===== src/rtl/me_pkg.sv =====
// rtl/me_pkg.sv - shared constants and types for the ME reference bank loader
package me_pkg;

  localparam int PIXEL    = 8;
  localparam int IN_PIX   = 4;
  localparam int WORD_PIX = 2 * IN_PIX;
  localparam int DEPTH    = 96;
  localparam int AW       = 7;

  localparam int BEAT_W = IN_PIX * PIXEL;
  localparam int WORD_W = WORD_PIX * PIXEL;

  typedef enum logic [1:0] {
    IDLE      = 2'd0,
    WAIT_FREE = 2'd1,
    FILL      = 2'd2
  } state_t;

  typedef logic bank_id_t;

  // One-hot mask for a bank id, used to address the bank_full pair.
  function automatic logic [1:0] bank_onehot(input bank_id_t b);
    return b ? 2'b10 : 2'b01;
  endfunction

endpackage


===== src/rtl/pix_packer.sv =====
// rtl/pix_packer.sv - packs pairs of accepted 4-pixel beats into 8-pixel bank words
module pix_packer
  import me_pkg::*;
(
  input  logic              clk,
  input  logic              rst_n,
  input  logic              beat_valid,
  input  logic [BEAT_W-1:0] beat_data,
  input  logic [AW-1:0]     word_addr,
  output logic              word_accept,
  output logic [WORD_W-1:0] word_data,
  output logic [AW-1:0]     word_address,
  output logic              word_wr
);

  logic [BEAT_W-1:0] hold_reg;
  logic              half;

  // An accepted beat completes a word when the first half is already held.
  assign word_accept = beat_valid && half;

  // First beat is parked in hold_reg; second beat emits the word one cycle later.
  // Data and address keep their last value between writes.
  always_ff @(posedge clk or negedge rst_n) begin
    if (!rst_n) begin
      hold_reg     <= '0;
      half         <= 1'b0;
      word_data    <= '0;
      word_address <= '0;
      word_wr      <= 1'b0;
    end else begin
      word_wr <= 1'b0;
      if (beat_valid) begin
        if (!half) begin
          hold_reg <= beat_data;
          half     <= 1'b1;
        end else begin
          word_data    <= {hold_reg, beat_data};
          word_address <= word_addr;
          word_wr      <= 1'b1;
          half         <= 1'b0;
        end
      end
    end
  end

endmodule


===== src/rtl/ref_bank_loader.sv =====
// rtl/ref_bank_loader.sv - ping-pong reference bank write controller
module ref_bank_loader
  import me_pkg::*;
(
  input  logic              clk,
  input  logic              rst_n,
  input  logic              start,
  input  logic              pix_valid,
  input  logic [BEAT_W-1:0] pix_data,
  output logic              pix_ready,
  output logic [WORD_W-1:0] ref_in,
  output logic [AW-1:0]     write_address,
  output logic              wr_en,
  output logic              Bank_sel,
  input  logic [1:0]        bank_release,
  output logic [1:0]        bank_full,
  output logic              fill_done
);

  state_t      state;
  logic [AW-1:0] word_cnt;
  logic        beat_acc;
  logic        word_acc;
  logic        last_write;
  logic [1:0]  set_mask;

  // word_cnt reaches DEPTH once the last word's second beat is taken, which
  // closes the input until the final write retires and the fill wraps up.
  assign pix_ready  = (state == FILL) && (word_cnt < AW'(DEPTH));
  assign beat_acc   = pix_valid && pix_ready;
  assign last_write = wr_en && (write_address == AW'(DEPTH - 1));
  assign set_mask   = last_write ? bank_onehot(Bank_sel) : 2'b00;

  pix_packer u_packer (
    .clk          (clk),
    .rst_n        (rst_n),
    .beat_valid   (beat_acc),
    .beat_data    (pix_data),
    .word_addr    (word_cnt),
    .word_accept  (word_acc),
    .word_data    (ref_in),
    .word_address (write_address),
    .word_wr      (wr_en)
  );

  // Fill sequencing, word counting and per-bank full tracking (set beats release).
  always_ff @(posedge clk or negedge rst_n) begin
    if (!rst_n) begin
      state     <= IDLE;
      word_cnt  <= '0;
      Bank_sel  <= 1'b0;
      bank_full <= 2'b00;
      fill_done <= 1'b0;
    end else begin
      fill_done <= last_write;
      bank_full <= (bank_full & ~bank_release) | set_mask;
      if (word_acc) begin
        word_cnt <= word_cnt + AW'(1);
      end
      case (state)
        IDLE: begin
          if (start) begin
            state <= bank_full[Bank_sel] ? WAIT_FREE : FILL;
          end
        end
        WAIT_FREE: begin
          if (bank_release[Bank_sel]) begin
            state <= FILL;
          end
        end
        FILL: begin
          if (last_write) begin
            state    <= IDLE;
            word_cnt <= '0;
            Bank_sel <= ~Bank_sel;
          end
        end
        default: state <= IDLE;
      endcase
    end
  end

endmodule

===== config.mk =====
export PLATFORM = sky130hd
export DESIGN_NAME = ref_bank_loader
export DESIGN_NICKNAME = d
export VERILOG_FILES = /design/src/rtl/me_pkg.sv /design/src/rtl/pix_packer.sv /design/src/rtl/ref_bank_loader.sv
export SDC_FILE = /design/constraint.sdc
export NUM_CORES = 1
export LEC_CHECK = 0
export CAP_MARGIN = 5
export CELL_PAD_IN_SITES_DETAIL_PLACEMENT = 1
export CELL_PAD_IN_SITES_GLOBAL_PLACEMENT = 1
export CORE_MARGIN = 10
export CORE_UTILIZATION = 41
export CTS_BUF_LIST = sky130_fd_sc_hd__clkbuf_4
export DETAILED_ROUTE_END_ITERATION = 6
export PLACE_DENSITY = 0.91
export SLEW_MARGIN = 30
export SYNTH_ARGS = -nofsm -noshare
export SYNTH_HDL_FRONTEND = slang
export SYNTH_SLANG_ARGS = --single-unit

===== constraint.sdc =====
create_clock -name clk -period 2.18 [get_ports clk]
set_clock_uncertainty 0.2 [all_clocks]
set_input_delay 0.545 -clock clk [delete_from_list [all_inputs] [get_ports clk]]
set_output_delay 0.545 -clock clk [all_outputs]
set_load 0.005 [all_outputs]

# --- Yosys cells after proc, flatten, opt, wreduce, memory -nomap -nowiden ---
# Cells that the tools add are included.
op_classes:
  eq_ne: 6
  n_reduce_logical: 9
  bitwise: 5
  addsub: 1
  n_lt_le_gt_ge: 2
  mux: 17
ops:
  columns: ["op", "count"]
  rows:
  - ["$mux 7", 3]
  - ["$mux 2", 6]
  - ["$add 7x1->7 const B", 1]
  - ["$eq 7x7->1 const B", 1]
  - ["$lt 7x7->1 const B", 1]
  - ["$mux 1", 7]
  - ["$ne 2x2->1 const B", 3]
  - ["$pmux 2 s3", 1]
  - ["$reduce_and 2->1", 3]
  - ["$logic_and 1x1->1", 4]
  - ["$reduce_and 3->1", 1]
  - ["$and 2x2->2", 1]
  - ["$eq 2x1->1 const B", 1]
  - ["$eq 2x2->1 const B", 1]
  - ["$logic_not 2->1", 1]
  - ["$lt 1x2->1 const B", 1]
  - ["$not 1->1", 2]
  - ["$not 2->2", 1]
  - ["$or 2x2->2", 1]
word_totals:
  output_inout_bits: 77
  regBits: 118
  in_bits: 38

# --- Longest topological paths before layout ---
logic_depth:
  word_depth: 7
  depth_mapped: 5
  ltp_nobuf: 4

# --- Cells and area by module ---
# Synthesis repeated with hierarchy kept, for this count alone.
unflattened:
  cells_unflattened: 279
  area_unflattened_um2: 4745.8
modules_own_cells:
  columns: ["mod", "seq_area_each_um2", "area_each_um2", "n_inst", "cells_per_inst"]
  rows:
  - ["pix_packer", 2627.5, 4137.7, 1, 223]
  - ["ref_bank_loader", 325.3, 608.1, 1, 56]

# --- Worst setup path before layout ---
# No wires, ideal clock.
synth_path:
  kind: "input to register"
  start: "input port pix_valid"
  end: "register u_packer.word_address[2]"
  cell_stages: 5
  t_arrival_ps: 1539
  setup_time_ps: 125
  setup_slack_ps: 316
  cell_sequence: "nand2_1 > or3_1 > buf_6 > buf_6 > mux2_4"
synth_between:
  elab_chain_cells: 2
synth_rtl:
  columns: ["item", "line", "source"]
  rows:
  - ["start: declaration", "ref_bank_loader.sv:8", "input logic pix_valid,"]
  - ["$logic_and 1x1->1", "ref_bank_loader.sv:30", "assign beat_acc = pix_valid && pix_ready;"]
  - ["$reduce_and 2->1 (no source line)", null, null]
  - ["end signal: assignment", "pix_packer.sv:39", "word_address <= word_addr;"]
  - ["end: declaration", "pix_packer.sv:12", "output logic [AW-1:0] word_address,"]
# Every way passes these cells.
# A chain may end at the register's enable or synchronous reset.

# --- Worst setup path in the final report ---
layout_path:
  start: "register word_cnt[6]"
  end: "output port pix_ready"
layout_between:
  elab_chain_cells: 2
layout_rtl:
  columns: ["item", "line", "source"]
  rows:
  - ["start: declaration", "ref_bank_loader.sv:21", "logic [AW-1:0] word_cnt;"]
  - ["start signal: assignment", "ref_bank_loader.sv:58", "word_cnt <= word_cnt + AW'(1);"]
  - ["$lt 7x7->1", "ref_bank_loader.sv:29", "assign pix_ready = (state == FILL) && (word_cnt < AW'(DEPTH));"]
  - ["$logic_and 1x1->1", "ref_bank_loader.sv:29", null]
  - ["end: declaration", "ref_bank_loader.sv:10", "output logic pix_ready,"]
# Every way passes these cells.

==> results.py <==
metrics = {
    "grt": {
        "grt-ovfl-total": 0,
        "grt_use_met3": 0.0620,
        "grt_max_degree": 57,
        "busiest_layer": "met2",
        "grt_pass1_wl_um": 20200,
        "use_met2": 0.274,
        "use_met1": 0.167,
        "grt_pass1_vias": 3633,
        "gr-usage-all-layers": 0.157,
        "grt_antenna_before_repair": 0,
    },
    "worst_setup_path": {
        "startpoint_type": "flip-flop",
        "arrival_ns": 1.32,
        "path_max_fanout": 3,
        "end_kind": "output pin",
        "crit_type": "reg -> out",
        "crit_required_ns": 1.43,
    },
    "logic_synthesis": {
        "synth_top_cell_area_share": 0.604,
        "synth_area_leader_cell": "dfrtp_1",
        "async_reset_ff_frac": 1.00,
        "ys_top_cells_by_area": "dfrtp_1 60%, mux2_4 21%, mux2_2 8.1%, buf_6 1.8%, nor4_1 0.64%",
        "ys_ff_latch": 118,
        "synth_edf_count": 0,
        "synth_cell_types": 36,
        "yosys_most_used_dff": "dfrtp_1",
        "ys_warn_count": 0,
        "ys_seq_area_frac": 0.604,
        "synth_fp_nets": 333,
        "netlist_instances": 294,
        "syn_area_per_cell_um2": 16.6,
        "synth_area_um2": 4890,
    },
    "floorplanning": {
        "initial_core_util": 0.423,
        "core_um2": 11600,
        "dieArea_um2": 16700,
        "die_y_um": 129,
        "die_w_um": 129,
        "io-pin-count": 115,
        "fp-row-count": 39,
    },
    "pwr": {
        "p_leak_nw": 3.38,
        "peakVddDrop_mv": 0.609,
        "pwr-share-seq": 0.400,
        "pwr-share-comb": 0.432,
        "p_per_area_nw_per_um2": 1400,
        "p_sw_frac": 0.295,
        "intPower_w": 0.00671,
        "p_switching_w": 0.00281,
        "p_clk_frac": 0.168,
    },
    "sta": {
        "drv_slew": 0,
        "clock.fmax_mhz": 485,
        "rsz0062_at_grt": "no",
        "tightestPinTransition_ns": 0.372,
        "maxSlewHeadroom": 0.750,
        "period_needed_ns": 2.06,
        "post-route-period-util": 0.945,
        "hold_viol": 0,
        "setup_violations": 0,
        "tns_ns": 0,
    },
    "finish": {
        "largest_reg_flops": 64,
        "finalInstanceArea_um2": 6800,
        "nFillCells": 1126,
        "antenna_cells": 0,
        "drive_gt1_frac": 0.414,
        "area_growth_pct": 39.0,
        "final_nets": 510,
    },
    "routing": {
        "vias_per_cell": 5.07,
        "wl_per_cell_um": 20.5,
        "dr.pass1.iters": 4,
        "dr.first_iter.drc_count": 161,
        "totalWireLength_um": 12800,
        "ant_nets": 0,
        "drc_errors": 0,
        "via_count": 3171,
    },
    "cts": {
        "clk_latency_ns": 0.52,
        "clk_pin_slew_ns": 0.10,
        "cts_htree_levels": 4,
        "ctsLongestPathBuffers": 2,
        "cts_tree": "yes",
        "cts_inserted_buffers": 17,
        "clock_sinks": 118,
        "clockRootBuffer": "clkbuf_4",
    },
    "flow_run": {
        "drv_cap": 0,
    },
    "status": {
        "status": "completed",
    },
    "placement": {
        "dp_hpwl_um": 8670,
        "placed_area_um2": 6270,
        "gp_congestion": 0.802,
        "io_buffers": 114,
    },
    "worst_hold_path": {
        "hold_class": "in -> async",
    },
}
[Yosys cell counts, types with 2 or more instances]
library cell and n:
a21oi_1 5, nor4_1 5, buf_2 3, nor3_1 2, a31oi_1 2, nand3_1 3
dfrtp_1 118, nand2_1 3, mux2_2 35, or4_1 3, nor2_1 3, o31ai_1 4
buf_6 8, nand4b_1 2, inv_1 5, clkbuf_1 2, mux2_4 69, nand4_1 4
[critical path, cell delays in order (launching register included)]
cell     delay [ns]
dfrtp_1        0.40
and2_4         0.18
nor2_2         0.11
buf_2          0.12
[cell families after synthesis]
kind of cell,Yosys count,synth area share
buffers and inverters,18,0.0269
AND/OR/NAND/NOR,31,0.0394
flip-flops,118,0.604
multiplexers,105,0.295
AO/OA/AOI/OAI,19,0.0292
XOR/XNOR,2,0.00358
adder cells (fa/ha/maj),1,0.00256
[power by group through the flow]
stage | clock, W | combinational [W] | sequential (W)
final | 0.00160 | 0.00411 | 0.00381
after global routing | 0.00177 | 0.00442 | 0.00395
after CTS | 0.00165 | 0.00414 | 0.00380
after detailed placement | 0 | 0.00409 | 0.00391
after global placement | 0 | 0.00393 | 0.00380
after floorplan | 0 | 0.00217 | 0.00378
[final timing paths]
| check | endpoint | startpoint | cells after the start | slack [ns] |
|---|---|---|---|---|
| max | pix_ready | word_cnt[6] | 3 | 0.12 |
| min in group clk | u_packer.word_data[32] | u_packer.hold_reg[0] | 1 | 0.30 |
| min reg2reg | u_packer.word_data[32] | u_packer.hold_reg[0] | 1 | 0.30 |
| max in group asynchronous | state[1] | rst_n | 3 | 0.97 |
| min | u_packer.word_data[37] | rst_n | 2 | 0.22 |
| max reg2reg | u_packer.word_data[13] | state[0] | 4 | 0.27 |
[cells in the final DEF (no fill, tap or decap), drive strengths merged, types with 2 or more instances in the layout]
cell type / netlist / final
a21oi: 5 / 5
a31oi: 2 / 2
buf: 11 / 58
bufinv: 0 / 3
clkbuf: 2 / 20
clkdlybuf4s50: 0 / 36
clkinv: 0 / 6
clkinvlp: 0 / 2
dfrtp: 118 / 118
dlygate4sd2: 0 / 73
dlymetal6s2s: 0 / 3
inv: 5 / 5
mux2: 104 / 104
nand2: 3 / 3
nand3: 3 / 3
nand4: 4 / 4
nand4b: 2 / 2
nor2: 3 / 3
nor3: 2 / 2
nor4: 5 / 5
o31ai: 4 / 4
or4: 3 / 3
[metrics by stage]
stage | hold slack, ns | util | total power [W] | setup slack (ns) | std cells
after floorplan | 0.0494 | - | 0.00595 | 0.316 | 294
after global placement | 0.221 | 0.542 | 0.00774 | -0.162 | 552
after detailed placement | 0.222 | 0.542 | 0.00800 | -0.238 | 552
after CTS | 0.167 | 0.585 | 0.00960 | 0.000748 | 623
after global routing | 0.175 | 0.588 | 0.0101 | 0.0213 | 626
final | 0.223 | 0.588 | 0.00952 | 0.119 | 626
[layer usage]
layer	share of wire	up-vias
met2	0.52	104
met3	0.070	23
li1	-	1429
met5	0	-
met1	0.39	1615
met4	0.020	0
[area by class of cell]
| cell class | count | area (um2) | share of cell area |
|---|---|---|---|
| repair buffers | 171 | 1540 | 0.227 |
| clock inverters | 11 | 134 | 0.0197 |
| clock buffers | 20 | 150 | 0.0221 |
| inverters | 5 | 18.8 | 0.00276 |
| flip-flops and latches | 118 | 2960 | 0.435 |
| well taps | 143 | 179 | 0.0263 |
| multi-input cells | 158 | 1820 | 0.267 |
[timing repair]
item	4_1_cts	5_1_grt
setup buffers	39	3
pin swaps	1	0
hold buffers	1	0
hold endpoints to repair	118	0
setup endpoints to repair	77	3
gates resized for setup	81	3
Note: power is estimated with default switching activity, not from simulation.
